<file path="config.mk">
export PLATFORM = sky130hd
export DESIGN_NAME = mem_stage
export DESIGN_NICKNAME = d
export VERILOG_FILES = /design/src/rtl/rv32i_types.sv /design/src/rtl/mem_stage_load_align.sv /design/src/rtl/mem_stage.sv
export SDC_FILE = /design/constraint.sdc
export NUM_CORES = 1
export LEC_CHECK = 0
export CAP_MARGIN = 15
export CORE_AREA = 10 10 265 267
export CTS_CLUSTER_SIZE = 14
export DETAILED_ROUTE_END_ITERATION = 8
export DIE_AREA = 0 0 275 277
export PLACE_DENSITY_LB_ADDON = 0.15
export SYNTH_ARGS = -nofsm -noshare
export SYNTH_HDL_FRONTEND = slang
export SYNTH_SLANG_ARGS = --single-unit
</file>
<file path="constraint.sdc">
create_clock -name clk -period 2 [get_ports clk]
set_input_delay 0.3 -clock clk [delete_from_list [all_inputs] [get_ports clk]]
set_output_delay 0.3 -clock clk [all_outputs]
set_load 0.005 [all_outputs]
</file>
<file path="src/rtl/rv32i_types.sv">
// Shared RV32I pipeline types: EX/MEM and MEM/WB buffer words, memory-stage
// FSM states, load/store funct3 encodings and byte-lane mask helpers.
package rv32i_types;

    typedef enum logic [2:0] {
        lb  = 3'b000,
        lh  = 3'b001,
        lw  = 3'b010,
        lbu = 3'b100,
        lhu = 3'b101
    } load_funct3_t;

    typedef enum logic [2:0] {
        sb = 3'b000,
        sh = 3'b001,
        sw = 3'b010
    } store_funct3_t;

    typedef enum logic {
        IDLE = 1'b0,
        WAIT = 1'b1
    } mem_state_t;

    typedef struct packed {
        logic [2:0] funct3;
        logic       mem_read;
        logic       mem_write;
        logic       reg_write;
        logic [1:0] wb_sel;
    } ctrl_word_t;

    typedef struct packed {
        logic [31:0] pc_rdata;
        logic [31:0] insn;
        logic [31:0] rvfi_mem_addr;
        logic [3:0]  rvfi_mem_rmask;
        logic [3:0]  rvfi_mem_wmask;
        logic [31:0] rvfi_mem_rdata;
        logic [31:0] rvfi_mem_wdata;
    } rvfi_data_t;

    typedef struct packed {
        ctrl_word_t  ctrl_wd;
        logic [31:0] mar;
        logic [31:0] mem_data_out;
        logic [31:0] alu_out;
        logic        cmp_out;
        logic [31:0] u_imm;
        logic [4:0]  rd;
        rvfi_data_t  rvfi_d;
    } EX_MEM_stage_t;

    typedef struct packed {
        ctrl_word_t  ctrl_wd;
        logic [31:0] alu_out;
        logic        cmp_out;
        logic [31:0] u_imm;
        logic [4:0]  rd;
        logic [31:0] mdr;
        rvfi_data_t  rvfi_d;
    } MEM_WB_stage_t;

    // Byte enables for a store; a halfword at offset 3 keeps only lane 3.
    function automatic logic [3:0] store_wmask(input logic [2:0] funct3,
                                               input logic [1:0] off);
        logic [3:0] mask;
        case (store_funct3_t'(funct3))
            sb:      mask = 4'b0001 << off;
            sh:      mask = 4'b0011 << off;
            sw:      mask = 4'b1111;
            default: mask = 4'b0000;
        endcase
        return mask;
    endfunction

    // Byte lanes a load actually consumes.
    function automatic logic [3:0] load_rmask(input logic [2:0] funct3,
                                              input logic [1:0] off);
        logic [3:0] mask;
        case (load_funct3_t'(funct3))
            lb, lbu: mask = 4'b0001 << off;
            lh, lhu: mask = 4'b0011 << off;
            lw:      mask = 4'b1111;
            default: mask = 4'b0000;
        endcase
        return mask;
    endfunction

endpackage

</file>
<file path="src/rtl/mem_stage_load_align.sv">
// Load data alignment: shifts the cache word down by the byte offset and
// sign- or zero-extends according to the load funct3.
module load_align
    import rv32i_types::*;
(
    input  logic [31:0] rdata,
    input  logic [1:0]  off,
    input  logic [2:0]  funct3,
    output logic [31:0] mdr
);

    logic [31:0] shifted;

    assign shifted = rdata >> {off, 3'b000};

    // Select and extend the addressed byte/halfword; words are never shifted.
    always_comb begin
        mdr = rdata;
        case (load_funct3_t'(funct3))
            lb:      mdr = {{24{shifted[7]}}, shifted[7:0]};
            lbu:     mdr = {24'h000000, shifted[7:0]};
            lh:      mdr = {{16{shifted[15]}}, shifted[15:0]};
            lhu:     mdr = {16'h0000, shifted[15:0]};
            lw:      mdr = rdata;
            default: mdr = rdata;
        endcase
    end

endmodule

</file>
<file path="src/rtl/mem_stage.sv">
// Memory stage of the RV32I pipeline: issues the data-cache handshake,
// stalls upstream until the response, aligns load data and registers the
// MEM/WB buffer. Optional RVFI memory-field capture is enabled with the
// MEM_STAGE_RVFI_EN macro.
//
// state | meaning
// ------+---------------------------------------------------------------
// IDLE  | no outstanding request, or a request answered in its first cycle
// WAIT  | request issued, waiting for dmem_resp; upstream frozen
module mem_stage
    import rv32i_types::*;
#(
    parameter int unsigned MAX_WAIT   = 0,
    parameter int unsigned WAIT_CNT_W = 16
) (
    input  logic          clk,
    input  logic          rst,
    input  EX_MEM_stage_t ex_mem_in,
    input  logic          in_valid,
    output logic [31:0]   dmem_address,
    output logic          dmem_read,
    output logic          dmem_write,
    output logic [3:0]    dmem_wmask,
    output logic [31:0]   dmem_wdata,
    input  logic [31:0]   dmem_rdata,
    input  logic          dmem_resp,
    output logic          mem_stall,
    output MEM_WB_stage_t mem_wb_out,
    output logic          out_valid,
    output logic          mem_timeout
);

    localparam logic [WAIT_CNT_W-1:0] CNT_SAT    = '1;
    localparam logic [WAIT_CNT_W-1:0] WAIT_LIMIT = WAIT_CNT_W'(MAX_WAIT);

    mem_state_t            state;
    mem_state_t            state_next;
    logic                  req;
    logic [1:0]            off;
    logic [31:0]           mdr_aligned;
    logic [WAIT_CNT_W-1:0] wait_cnt;
    logic [WAIT_CNT_W-1:0] cnt_inc;
    logic                  stay_wait;

    assign off = ex_mem_in.mar[1:0];
    assign req = in_valid & (ex_mem_in.ctrl_wd.mem_read | ex_mem_in.ctrl_wd.mem_write);

    // Reset drops the request in the same cycle so an abandoned access ends at once.
    assign dmem_read    = ~rst & in_valid & ex_mem_in.ctrl_wd.mem_read;
    assign dmem_write   = ~rst & in_valid & ex_mem_in.ctrl_wd.mem_write;
    assign dmem_address = {ex_mem_in.mar[31:2], 2'b00};
    assign dmem_wmask   = ex_mem_in.ctrl_wd.mem_write
                        ? store_wmask(ex_mem_in.ctrl_wd.funct3, off) : 4'b0000;
    assign dmem_wdata   = ex_mem_in.mem_data_out;
    assign mem_stall    = req & ~dmem_resp;

    load_align u_load_align (
        .rdata  (dmem_rdata),
        .off    (off),
        .funct3 (ex_mem_in.ctrl_wd.funct3),
        .mdr    (mdr_aligned)
    );

    // State register.
    always_ff @(posedge clk) begin
        if (rst) state <= IDLE;
        else     state <= state_next;
    end

    // Next state: park in WAIT only while a request is outstanding and unanswered.
    always_comb begin
        state_next = state;
        case (state)
            IDLE:    if (req && !dmem_resp) state_next = WAIT;
            WAIT:    if (!req || dmem_resp) state_next = IDLE;
            default: state_next = IDLE;
        endcase
    end

    assign stay_wait = (state == WAIT) && (state_next == WAIT);
    assign cnt_inc   = (wait_cnt == CNT_SAT) ? wait_cnt : wait_cnt + WAIT_CNT_W'(1);

    // Watchdog: counts WAIT cycles, flags sticky timeout once the limit is reached.
    always_ff @(posedge clk) begin
        if (rst) begin
            wait_cnt    <= '0;
            mem_timeout <= 1'b0;
        end else if (MAX_WAIT != 0) begin
            wait_cnt <= stay_wait ? cnt_inc : '0;
            if (stay_wait && (cnt_inc == WAIT_LIMIT))
                mem_timeout <= 1'b1;
        end
    end

    // MEM/WB buffer: capture when not stalled, otherwise hold and emit a bubble.
    always_ff @(posedge clk) begin
        if (rst) begin
            mem_wb_out <= '0;
            out_valid  <= 1'b0;
        end else if (!mem_stall) begin
            out_valid          <= in_valid;
            mem_wb_out.ctrl_wd <= ex_mem_in.ctrl_wd;
            mem_wb_out.alu_out <= ex_mem_in.alu_out;
            mem_wb_out.cmp_out <= ex_mem_in.cmp_out;
            mem_wb_out.u_imm   <= ex_mem_in.u_imm;
            mem_wb_out.rd      <= ex_mem_in.rd;
            mem_wb_out.mdr     <= mdr_aligned;
`ifdef MEM_STAGE_RVFI_EN
            mem_wb_out.rvfi_d                <= ex_mem_in.rvfi_d;
            mem_wb_out.rvfi_d.rvfi_mem_addr  <= dmem_address;
            mem_wb_out.rvfi_d.rvfi_mem_rmask <= ex_mem_in.ctrl_wd.mem_read
                ? load_rmask(ex_mem_in.ctrl_wd.funct3, off) : 4'b0000;
            mem_wb_out.rvfi_d.rvfi_mem_wmask <= ex_mem_in.ctrl_wd.mem_write
                ? dmem_wmask : 4'b0000;
            mem_wb_out.rvfi_d.rvfi_mem_rdata <= dmem_rdata;
            mem_wb_out.rvfi_d.rvfi_mem_wdata <= dmem_wdata;
`else
            mem_wb_out.rvfi_d  <= ex_mem_in.rvfi_d;
`endif
        end else begin
            out_valid <= 1'b0;
        end
    end

endmodule

</file>
==> out/qor_table.md <==
| Stage | Parameter | This run |
|:---|:---|:---|
| status | Run status | finished, final reports clean |
| setup path | Crit path buffers/inverters | 3 |
| clock tree | Clock root buffer master | clkbuf_16 |
| setup path | CP endpoint kind | primary output |
| setup path | Depth of the worst register-to-register path | 2 |
| final layout | End-of-flow core utilization | 0.283 |
| setup path | Category of the most critical setup path | in -> out |
| place | DP Worst Slack | -0.404 ns |
| worst hold path | Number of cells traversed by the worst hold path | 3 |
| clock tree | Cts bufs inserted | 37 |
| synth | Share of synthesized area occupied by flip-flops and latches | 0.522 |
| drt | Number of detailed-routing iterations run before antenna repair | 5 |
| final layout | # nets final | 2,213 |
| clock tree | Buffer depth of the longest clock path | 3 |
| die | Floorplan die height | 277 um |
| synth | Top_reg_cell synth | dfxtp_1 |
| sta | Relative slew slack | 0.539 |
| final layout | Share of layout cells above drive strength 1 | 0.0661 |
| grt | Vias in the first global route | 11,200 |
| sta | Final setup viols | 0 |
| place | Number of buffers inserted by port buffering | 569 |
| worst hold path | Sink of the worst hold path | mem_wb_out[275] |
| worst hold path | Worst hold-check path type | in -> reg |
| drt | Post-DR vias/cell | 3.92 |
| final layout | Layout fillers | 7,010 |
| synth | Number of enable flip-flop cells after synthesis | 0 |
| setup path | Critical R2R Launch | mem_wb_out[178] |
| grt | Number of antenna violations at the first check in global routing | 4 |
| setup path | Category of the worst setup path launch point | input port |
| die | Die Area | 76,200 um2 |
| setup path | Worst reg-to-reg setup slack | 1.04 ns |
| setup path | Data required time at the worst endpoint | 1.70 ns |
| place | Placed wire-length estimate after detailed placement | 38.0 mm |
| place | Placed cell count | 2,692 |
| clock tree | Clock edge transition at the registers on the reported setup and hold paths | 0.06 ns |
| grt | Global route total overflow | 0 |
| sta | Unrepaired setup endpoints after global routing | no |
| clock tree | Number of buffers inserted by hold repair at cts | 0 |
| die | Number of placed I/O pins | 697 |
| run | Max-capacitance violation count | 0 |
| power and ir drop | Leakage power | 7.22 nW |
| worst hold path | Startpoint of the worst hold path | rst |
| grt | First-pass GRT wire length | 74.1 mm |
| clock tree | Worst-skew pair later-pin latency | 0.53 ns |
| synth | Async set-reset flop share out of synthesis | 0 |
| final layout | Number of standard cells in the layout, taps in and fillers out | 2,757 |
| grt | Total routing resource utilization after global routing | 0.127 |
| final layout | Finished layout cell area | 18,400 um2 |
| drt | Detail Route Antenna Nets | 0 |
| setup path | Critical path, cell by cell | clkdlybuf4s50_1 -> buf_4 -> and3b_1 -> clkdlybuf4s50_1 |
| setup path | Arrival @ worst endpoint | 1.65 ns |
| die | Horiz. Die Dim | 275 um |
| place | Dpl cell area | 17,300 um2 |
| synth | Syn avg cell area | 7.86 um2 |
| drt | Initial drt markers | 488 |
| sta | Time the final worst path needs with I/O delays and setup | 1.95 ns |
| die | Area of the core | 65,200 um2 |
| clock tree | Clock tree from TritonCTS | yes |
| drt | Routed len/inst | 18.4 um |
| setup path | Most used cell along the critical path | clkdlybuf4s50_1 |
| synth | Flip-flop and latch count after synthesis | 279 |
| drt | Vias after detailed routing | 10,800 |
| final layout | Most common cell after layout, fill and taps aside | clkdlybuf4s50_1 |
| synth | Syn Std Cell Area | 10,700 um2 |
| sta | Setup ws final | 0.0510 ns |
| synth | Unique cell type count in the Yosys netlist | 34 |
| setup path | Slowest cell on the critical path | clkdlybuf4s50_1 |
| final layout | Signed area change from the synthesized netlist to the final layout | 72.1% |
| setup path | Maximum cell stage delay along the critical path | 0.58 ns |
| clock tree | Max H-tree Level | 2 |
| sta | Slew at the pin with the worst max-slew slack | 0.691 ns |
| sta | Total negative slack | 0 ns |
| synth | Number of warnings printed during yosys synthesis | 0 |
| sta | F_max | 0.513 GHz |
| grt | Maximum number of pins on one net before global-route repair | 118 |
| drt | DRC | 0 |
| synth | Synthesized instance count | 1,362 |
| final layout | Most frequent cells in the layout | 558 x clkdlybuf4s50_1, 512 x nand2_1, 279 x dfxtp_1 |
| sta | Number of endpoints with negative hold slack in the final report | 0 |
| setup path | Category of cells accounting for the largest share of critical-path delay | buffers and inverters |
| sta | Final clock period utilization by the worst path | 0.974 |
| final layout | Sequential Area | 5590 um2 |
| power and ir drop | Power per Cell Area | 819 nW/um2 |
| sta | Largest clock skew in the final design | 0 ns |
| die | Starting density of the core | 0.164 |
| clock tree | Number of sinks on the clock net | 279 |
| setup path | Crit Path Max Fanout | 4 |
| drt | Final wirelength | 50.7 mm |
| setup path | Capture instance of the worst register-to-register path | mem_wb_out[178] |
| die | Cell row count | 94 |
| place | Weighted congestion reported at the end of routability-driven placement | 0.751 |
| power and ir drop | VDD IR max | 0.608 mV |
| final layout | Footprint of the multi-input gates | 4210 um2 |
| sta | Number of pins with negative max-slew slack in the final report | 0 |
[stage by stage]
stage	power [mW]	hold WS (ns)
floorplan	7.08	0.440
global placement	8.78	0.438
detailed placement	8.79	0.443
CTS	15.5	0.257
global route	15.9	0.290
finish	15.1	0.301
[flip-flops by register name, summed over array words and instances, names as in the netlist]
| signal | cells |
|---|---|
| out_valid | 1 |
| mem_wb_out | 278 |
[logic make-up (layout without fill, tap and decap cells)]
family	after synthesis	in the layout	synth area share
AO/OA/AOI/OAI	309	309	0.160
AND/OR/NAND/NOR	588	588	0.213
multiplexers	18	18	0.0180
flip-flops	279	279	0.522
buffers and inverters	167	694	0.0871
other	1	5	0.000350
[timing repair]
item / 4_1_cts / 5_1_grt
setup buffers: 0 / 0
hold endpoints to repair: 0 / 0
resized for setup: 14 / 0
endpoints found under the setup margin: 6 / 0
[worst max path at each step]
stage	startpoint	end	slack [ns]	cells after the start
after floorplan	ex_mem_in[308]	dmem_wmask[1]	0.33	5
after global placement	ex_mem_in[271]	mem_wb_out[198]	-0.40	6
after detailed placement	ex_mem_in[271]	mem_wb_out[193]	-0.40	6
after CTS	in_valid	dmem_read	0.05	4
after global routing	in_valid	dmem_read	0.02	4
final	in_valid	dmem_read	0.05	4
[tightest hold or removal path, cell delays in order]
cell and delay, ns:
clkbuf_8 0.13, buf_12 0.19, a21oi_1 0.16
[metal layers]
layer,vias up,part of all wire,global-route usage
li1,5385,-,-
met1,4950,0.35,0.124
met2,369,0.50,0.226
met3,96,0.12,0.0648
met4,6,0.031,0.0439
met5,-,0.00087,0
[final cells by class]
type	instances	area share
Antenna cell	2	0.000272
Clock buffer	57	0.0609
Clock inverter	6	0.00258
Inverter	1	0.000611
Multi-Input combinational cell	918	0.229
Sequential cell	279	0.303
Tap cell	864	0.0587
Timing Repair Buffer	630	0.345
[synthesized netlist by cell type (all sizes together) (2+ instances only)]
cell / number / area [um2]
a21oi: 255 / 1280
o21ai: 7 / 35.0
o2bb2ai: 7 / 61.3
nand2: 513 / 1930
a2111oi: 14 / 123
dfxtp: 279 / 5590
and3b: 2 / 17.5
a211oi: 19 / 143
buf: 106 / 703
nor2: 49 / 184
nand2b: 5 / 31.3
mux2i: 17 / 170
nor2b: 11 / 68.8
nor3: 2 / 10.0
or2: 2 / 15.0
clkbuf: 60 / 225
[power by group]
group	internal (mW)	switching (mW)
combinational	1.47	1.02
clock	3.85	2.62
sequential	5.94	0.191
total	11.3	3.84
Power figures use the tool's default switching activity.
